`config.mk`:
```
export PLATFORM = sky130hd
export DESIGN_NAME = exception_beta
export DESIGN_NICKNAME = d
export VERILOG_FILES = /design/src/rtl/exception_beta.sv
export SDC_FILE = /design/constraint.sdc
export NUM_CORES = 1
export LEC_CHECK = 0
export CAP_MARGIN = 20
export CELL_PAD_IN_SITES_DETAIL_PLACEMENT = 1
export CELL_PAD_IN_SITES_GLOBAL_PLACEMENT = 1
export CORE_UTILIZATION = 35
export CTS_BUF_LIST = sky130_fd_sc_hd__clkbuf_8 sky130_fd_sc_hd__clkbuf_16
export DETAILED_ROUTE_END_ITERATION = 10
export GPL_ROUTABILITY_DRIVEN = 0
export PLACE_DENSITY_LB_ADDON = 0.15
export SYNTH_ARGS = -nofsm -noshare
export SYNTH_HDL_FRONTEND = slang
export SYNTH_SLANG_ARGS = --single-unit
```
`constraint.sdc`:
```
create_clock -name clk -period 5.1 [get_ports clk]
set_input_delay 1.275 -clock clk [delete_from_list [all_inputs] [get_ports clk]]
set_output_delay 1.275 -clock clk [all_outputs]
set_load 0.005 [all_outputs]
```
`src/rtl/exception_beta.sv`:
```
// Commit-stage exception unit: picks the highest-priority commit event or enabled interrupt,
// registers the CP0 update, then runs a flush / front-end redirect sequence while commit stalls.
module exception_beta #(
  parameter int          N_INT        = 8,
  parameter int          SYNC_STAGES  = 2,
  parameter logic [31:0] EXC_VECTOR   = 32'hbfc00380,
  parameter int          FLUSH_CYCLES = 2
) (
  input  logic             clk,
  input  logic             rst,
  input  logic             commit_valid,
  input  logic             iaddr_alignment_error,
  input  logic             daddr_alignment_error,
  input  logic             invalid_instruction,
  input  logic             priv_instruction,
  input  logic             syscall,
  input  logic             break_,
  input  logic             eret,
  input  logic             overflow,
  input  logic             mem_wen,
  input  logic             is_branch_slot,
  input  logic [31:0]      pc_address,
  input  logic [31:0]      mem_address,
  input  logic [31:0]      epc_address,
  input  logic             status_ie,
  input  logic             status_exl,
  input  logic [N_INT-1:0] int_mask,
  input  logic [N_INT-1:0] int_raw,
  output logic [N_INT-1:0] int_pending,
  output logic             commit_stall,
  output logic             flush,
  output logic             redirect_valid,
  input  logic             redirect_ready,
  output logic [31:0]      redirect_pc,
  output logic             cp0_exp_en,
  output logic             cp0_exl_clean,
  output logic             cp0_exp_bd,
  output logic             cp0_exp_bad_vaddr_wen,
  output logic [4:0]       cp0_exp_code,
  output logic [31:0]      cp0_exp_epc,
  output logic [31:0]      cp0_exp_bad_vaddr,
  output logic [1:0]       fsm_state
);

  typedef enum logic [1:0] {IDLE = 2'd0, FLUSH = 2'd1, REDIRECT = 2'd2} state_t;

  localparam int CW = (FLUSH_CYCLES > 1) ? $clog2(FLUSH_CYCLES) : 1;

  state_t          state, state_next;
  logic [CW-1:0]   flush_cnt;
  logic [N_INT-1:0] sync_q [SYNC_STAGES];

  logic        int_take;
  logic        ev;
  logic        ev_eret;
  logic        ev_bv_wen;
  logic [4:0]  ev_code;
  logic [31:0] ev_bv;
  logic        capture;

  always_ff @(posedge clk or negedge rst) begin
    if (!rst) begin
      for (int i = 0; i < SYNC_STAGES; i++) sync_q[i] <= '0;
    end else begin
      sync_q[0] <= int_raw;
      for (int i = 1; i < SYNC_STAGES; i++) sync_q[i] <= sync_q[i-1];
    end
  end

  assign int_pending = sync_q[SYNC_STAGES-1] & int_mask;
  assign int_take    = commit_valid & status_ie & ~status_exl & (|int_pending);

  // Priority chain; the first matching condition owns the event.
  always_comb begin
    ev        = 1'b0;
    ev_eret   = 1'b0;
    ev_bv_wen = 1'b0;
    ev_code   = 5'h00;
    ev_bv     = pc_address;
    if (commit_valid) begin
      if (int_take) begin
        ev = 1'b1; ev_code = 5'h00;
      end else if (iaddr_alignment_error) begin
        ev = 1'b1; ev_code = 5'h04; ev_bv_wen = 1'b1; ev_bv = pc_address;
      end else if (syscall) begin
        ev = 1'b1; ev_code = 5'h08;
      end else if (break_) begin
        ev = 1'b1; ev_code = 5'h09;
      end else if (invalid_instruction) begin
        ev = 1'b1; ev_code = 5'h0a;
      end else if (priv_instruction) begin
        ev = 1'b1; ev_code = 5'h0b;
      end else if (overflow) begin
        ev = 1'b1; ev_code = 5'h0c;
      end else if (eret) begin
        ev = 1'b1; ev_eret = 1'b1;
      end else if (daddr_alignment_error) begin
        ev = 1'b1; ev_code = mem_wen ? 5'h05 : 5'h04; ev_bv_wen = 1'b1; ev_bv = mem_address;
      end
    end
  end

  assign capture = (state == IDLE) & ev;

  always_comb begin
    state_next = state;
    case (state)
      IDLE:     if (ev) state_next = FLUSH;
      FLUSH:    if (flush_cnt == CW'(FLUSH_CYCLES - 1)) state_next = REDIRECT;
      REDIRECT: if (redirect_ready) state_next = IDLE;
      default:  state_next = IDLE;
    endcase
  end

  always_ff @(posedge clk or negedge rst) begin
    if (!rst) begin
      state     <= IDLE;
      flush_cnt <= '0;
    end else begin
      state     <= state_next;
      flush_cnt <= (state == FLUSH) ? flush_cnt + 1'b1 : '0;
    end
  end

  // Strobes pulse for one cycle; captured values hold until the next event.
  always_ff @(posedge clk or negedge rst) begin
    if (!rst) begin
      cp0_exp_en            <= 1'b0;
      cp0_exl_clean         <= 1'b0;
      cp0_exp_bad_vaddr_wen <= 1'b0;
      cp0_exp_bd            <= 1'b0;
      cp0_exp_code          <= 5'h00;
      cp0_exp_epc           <= 32'h0;
      cp0_exp_bad_vaddr     <= 32'h0;
      redirect_pc           <= 32'h0;
    end else begin
      cp0_exp_en            <= capture & ~ev_eret;
      cp0_exl_clean         <= capture & ev_eret;
      cp0_exp_bad_vaddr_wen <= capture & ev_bv_wen;
      if (capture) begin
        cp0_exp_bd  <= is_branch_slot;
        cp0_exp_epc <= is_branch_slot ? pc_address - 32'd4 : pc_address;
        redirect_pc <= ev_eret ? epc_address : EXC_VECTOR;
        if (!ev_eret) cp0_exp_code <= ev_code;
        if (ev_bv_wen) cp0_exp_bad_vaddr <= ev_bv;
      end
    end
  end

  assign commit_stall   = (state != IDLE);
  assign flush          = (state == FLUSH);
  assign redirect_valid = (state == REDIRECT);
  assign fsm_state      = state;

endmodule

```
* Word-level counts from Yosys, hierarchy flattened
Index checks and enable logic that the tools add are counted.
** Storage, ports and cells
- Bits in registers :: 124
- Latch bits :: 0
- Memory bits (writable) :: 0
- Bits in read-only memories :: 0
- Logic and storage cells :: 91
- Memories :: 0
** Cells by class
- Add/subtract/negate cells :: 2
- Multiply operators :: 0
- Div/mod/pow operators :: 0
- $lt $le $gt $ge :: 0
- Eq/ne operators :: 5
- Shifts and indexed selects :: 0
- Muxes and demuxes :: 56
- Bitwise operators :: 10
- Reductions and logical operators :: 6
** Operators with widths (count)
- $mux 32 :: 12
- $mux 4 :: 8
- $sub 32x3->32 const B :: 1
- $mux 1 :: 30
- $and 8x8->8 :: 1
- $reduce_or 8->1 :: 1
- $and 1x1->1 :: 7
- $mux 2 :: 3
- $mux 3 :: 2
- $pmux 2 s3 :: 1
- $ne 2x1->1 const B :: 2
- $reduce_and 2->1 :: 2
- $reduce_and 3->1 :: 1
- $eq 2x1->1 const B :: 1
- $eq 2x2->1 const B :: 1
- $logic_not 2->1 :: 1
- $ne 2x2->1 const B :: 1
- $not 1->1 :: 2
- $reduce_bool 2->1 :: 1
- $add 1x1->1 const B :: 1

* Logic depth before layout (Yosys ltp)
- Depth in word-level cells :: 12
- Depth in mapped cells :: 8
- Mapped depth without buffers :: 7

* Worst setup path before layout
No wires, ideal clock.
- Path kind :: input -> register
- Start point :: input port priv_instruction
- End point :: register cp0_exp_epc[10]
- Setup time :: 0.125 ns
- Data arrival time :: 3.138 ns
- Required time :: 4.975 ns
- Path slack :: 1.837 ns
- Stages on the path :: 7
- Cell sequence :: or4_4 -> or3_1 -> buf_2 -> o41a_1 -> buf_6 -> buf_6 -> mux2_4
** Between the ends
- Longest elaborated chain between the ends :: 8
** RTL lines
- start: declaration :: line 15 : input logic priv_instruction,
- $mux 1 :: line 91 : end else if (priv_instruction) begin
- $mux 1 :: line 89 : end else if (invalid_instruction) begin
- $mux 1 :: line 87 : end else if (break_) begin
- $mux 1 :: line 85 : end else if (syscall) begin
- $mux 1 :: line 83 : end else if (iaddr_alignment_error) begin
- $mux 1 :: line 81 : if (int_take) begin
- $mux 1 :: line 80 : if (commit_valid) begin
- $and 1x1->1 :: line 103 : assign capture = (state == IDLE) & ev;
- end signal: assignment :: line 142 : cp0_exp_epc <= is_branch_slot ? pc_address - 32'd4 : pc_address;
- end: declaration :: line 40 : output logic [31:0] cp0_exp_epc,
Every way passes these cells.
A chain may end at the register's enable or synchronous reset.

* Final worst setup path
Same ends and word-level chain as after synthesis.

==> results by group <==
Run status
  • Status: complete, no violations

Setup path
  • CP startpoint: priv_instruction
  • CP Depth: 6
  • FF-to-FF Start: sync_q[0]
  • Critical Path End Type: flip-flop
  • CP max stage cell: o41a_2
  • Cell family with most CP delay: simple AND/OR/NAND/NOR gates
  • Reg2reg path depth: 6
  • Worst EP required: 5.39 ns
  • Critical path class: in -> reg
  • Worst path max stage delay: ~0.66 ns
  • Crit-path cells: clkdlybuf4s50_1 > or4_4 > or3_1 > o41a_2 > buf_4 > mux2_4
  • Critical Path Fanout Max: 20
  • Crit path buf inv count: 2
  • CP Data Arrival Time: ~4.0 ns
  • CP startpoint kind: primary input

Die
  • Num rows: 46
  • Die width: ~130 microns
  • Floorplan core area: 0.0158 sq mm
  • I/O pins: between 200 and 250
  • Die area: 0.0166 sq mm
  • Die Span Y: 129 microns
  • Initial Utilization: 0.357

Final layout
  • Final #Nets: 800
  • Multi-input combinational cell area: 0.00238 sq mm
  • Layout Cells excl Fill: 900
  • Share of layout cells above drive strength 1: 0.219
  • Layout area overhead: 58.2%
  • Register Area: 0.00308 sq mm
  • Filler Cell Count: between 1500 and 2000
  • Ant. Diodes: 0

Power and ir drop
  • Pleak: 3.75 nW
  • Sw power: 0.00110 W
  • Switching share of power: 0.267
  • Sequential share of power: 0.351
  • Int Power: between 0.003 and 0.004 W
  • Peak supply drop: 0.259 mV
  • Logic pwr share: 0.351
  • Power per cell area: approximately 460 mW/mm^2
  • Total power: 0.00411 W
  • Clock power share: 0.298

Global routing
  • Initial antenna violation count: 0
  • Number of global-route vias before repair: 4867
  • Largest net degree at the start of global routing: 65
  • Global-route wire length before repair: ~27000 microns
  • Total GRT Usage: 0.215
  • GR Overflow Total: 0

Drt
  • Drt initial violations: 160
  • Drt total wl: ~17000 microns
  • Via count: around 4400
  • Wire per inst: around 19 microns
  • Pre-antenna DRT Iters: 4
  • Post-DR vias/cell: 4.85
  • Residual DRC: 0
  • Antenna-violating nets left: 0

Logic synthesis
  • Post-synth ARST share: 1.00
  • Distinct cells, synth: approximately 40
  • Synth Warn #: 0
  • Register area share after synthesis: 0.547
  • #FFs+latches synth: 123
  • Post-synth EDFFs: 0
  • Syn avg cell area: 13.3 sq um
  • Main synth FF type: dfrtp_1
  • Synthesized instance count: 422
  • Syn Nets: 551
  • Syn Std Cell Area: roughly 0.0056 sq mm

Timing
  • Final period util: 0.733
  • Final setup violation count: 0
  • Achievable clock frequency: 0.268 GHz
  • Fin. max-slew vios: 0
  • Hold WS: 0.349 ns
  • RSZ-0062 raised after global routing: false
  • Setup TNS: 0 ns
  • Final Hold Vio Count: 0
  • Rel. slew slack: 0.423
  • Worst slew pin tran: between 0.8 and 0.9 ns
  • Clock Skew: 0.00641 ns
  • Tmin final: 3.74 ns

Place
  • # port buffers: 244
  • DP HPWL: 12500 microns
  • Placed Cells incl. Taps: 868

Clock network
  • Clock slew at reported path FFs: 0.06 ns
  • Clock sink count: 123
  • Worst skew pair latency: 0.41 ns
  • H-tree depth: 4
  • Clock Tree Buf Depth: 2
  • Setup bufs post-CTS: 0
  • CTS tree: built
  • Hold buffer count at CTS: 0
  • PostCTS Resize Cnt: 0
  • Cts bufs inserted: 17
  • Clk root buf: clkbuf_16

Worst hold path
  • Hold path depth: 0
  • Hold path startpoint: sync_q[10]
  • Hold WC Path Type: reg -> reg

Flow run
  • Max-cap violations: 0
[routing by layer]
layer | GRT usage | part of all wire | up-vias
li1 | - | - | 2011
met1 | 0.243 | 0.40 | 2180
met2 | 0.380 | 0.52 | 145
met3 | 0.0578 | 0.061 | 26
met4 | 0.0920 | 0.023 | 0
met5 | 0 | 0 | -
[cell usage in the layout (no fill, tap or decap), drive strengths merged, types with 2 or more instances in the layout]
master / synthesis / layout
clkdlybuf4s50: 0 / 243
dfrtp: 123 / 123
mux2: 100 / 100
a22o: 21 / 21
clkbuf: 12 / 20
inv: 17 / 19
nand2: 16 / 16
nor2: 16 / 16
xnor2: 15 / 15
xor2: 13 / 13
o22a: 12 / 12
nor4: 10 / 10
buf: 10 / 9
nand4: 7 / 7
nor3: 6 / 6
or3: 5 / 5
o21ai: 4 / 4
clkinvlp: 0 / 4
or4: 4 / 4
clkinv: 0 / 4
nand2b: 3 / 3
nor2b: 3 / 3
nand3b: 3 / 3
nor4bb: 3 / 3
a21oi: 2 / 2
nand4b: 2 / 2
o21ba: 2 / 2
nand3: 2 / 2
bufinv: 0 / 2
[through the flow]
step           instance area [sq um]  utilization  setup slack, ns
2_1_floorplan                   5630            -             1.84
3_3_place_gp                    8310        0.527             1.02
3_5_place_dp                    8310        0.527            0.942
4_1_cts                         8910        0.565             1.39
5_1_grt                         8910        0.565             1.26
6_report                        8910        0.565             1.36
[sequential cells by signal, summed over array words and instances, names as in the netlist]
| register | cells |
|---|---|
| flush_cnt | 1 |
| cp0_exp_bad_vaddr_wen | 1 |
| cp0_exl_clean | 1 |
| sync_q | 16 |
| cp0_exp_en | 1 |
| cp0_exp_bd | 1 |
| redirect_pc | 32 |
| cp0_exp_epc | 32 |
| cp0_exp_bad_vaddr | 32 |
| cp0_exp_code | 4 |
| fsm_state | 2 |
[final timing paths]
check	endpoint	slack [ns]
setup / recovery	cp0_exp_epc[10]	1.36
hold / removal	sync_q[2]	0.35
setup reg to reg	cp0_exp_epc[10]	2.59
hold reg to reg	sync_q[2]	0.35
max in group asynchronous	sync_q[13]	3.36
min in group asynchronous	cp0_exp_bad_vaddr[18]	0.94
[cells by family (layout without fill, tap and decap cells)]
family                     after synthesis  after routing  share of synthesized area
AOI/OAI and AO/OA                       47             47                     0.0735
xor gates and xnor gates                28             28                     0.0435
adders and majority gates                1              1                    0.00222
buffers and inverters                   39            301                     0.0331
DFF                                    123            123                      0.547
muxes                                  100            100                      0.219
other                                    1              1                   0.000666
and+or+nand+nor                         83             83                     0.0818
[power by group through the flow]
stage	registers (W)	logic, W	clock network, W
global placement	0.00144	0.00143	0
CTS	0.00145	0.00147	0.00125
floorplan	0.00146	0.000572	0
finish	0.00144	0.00145	0.00122
detailed placement	0.00146	0.00146	0
global route	0.00148	0.00155	0.00129
[final cells by class]
cell class,count,area share
Multi-Input combinational cell,260,0.267
Inverter,17,0.00716
Timing Repair Buffer,252,0.282
Clock inverter,12,0.0156
Tap cell,216,0.0303
Clock buffer,20,0.0524
Sequential cell,123,0.345
[cell usage after synthesis (all sizes together), types with 3 or more instances]
| library cell | number | share of area |
|---|---|---|
| o22a | 12 | 0.019 |
| nor4bb | 3 | 0.0053 |
| dfrtp | 123 | 0.55 |
| nor2 | 16 | 0.011 |
| clkbuf | 12 | 0.0080 |
| mux2 | 100 | 0.22 |
| nand2b | 3 | 0.0033 |
| or4 | 4 | 0.0060 |
| xnor2 | 15 | 0.023 |
| nand4 | 7 | 0.0078 |
| nand2 | 16 | 0.011 |
| or3 | 5 | 0.0056 |
| o21ai | 4 | 0.0036 |
| xor2 | 13 | 0.020 |
| inv | 17 | 0.011 |
| nor3 | 6 | 0.0053 |
| nor4 | 10 | 0.011 |
| a22o | 21 | 0.033 |
| nor2b | 3 | 0.0033 |
| nand3b | 3 | 0.0040 |
| buf | 10 | 0.014 |
No activity file was read; power rests on OpenSTA's default activity.
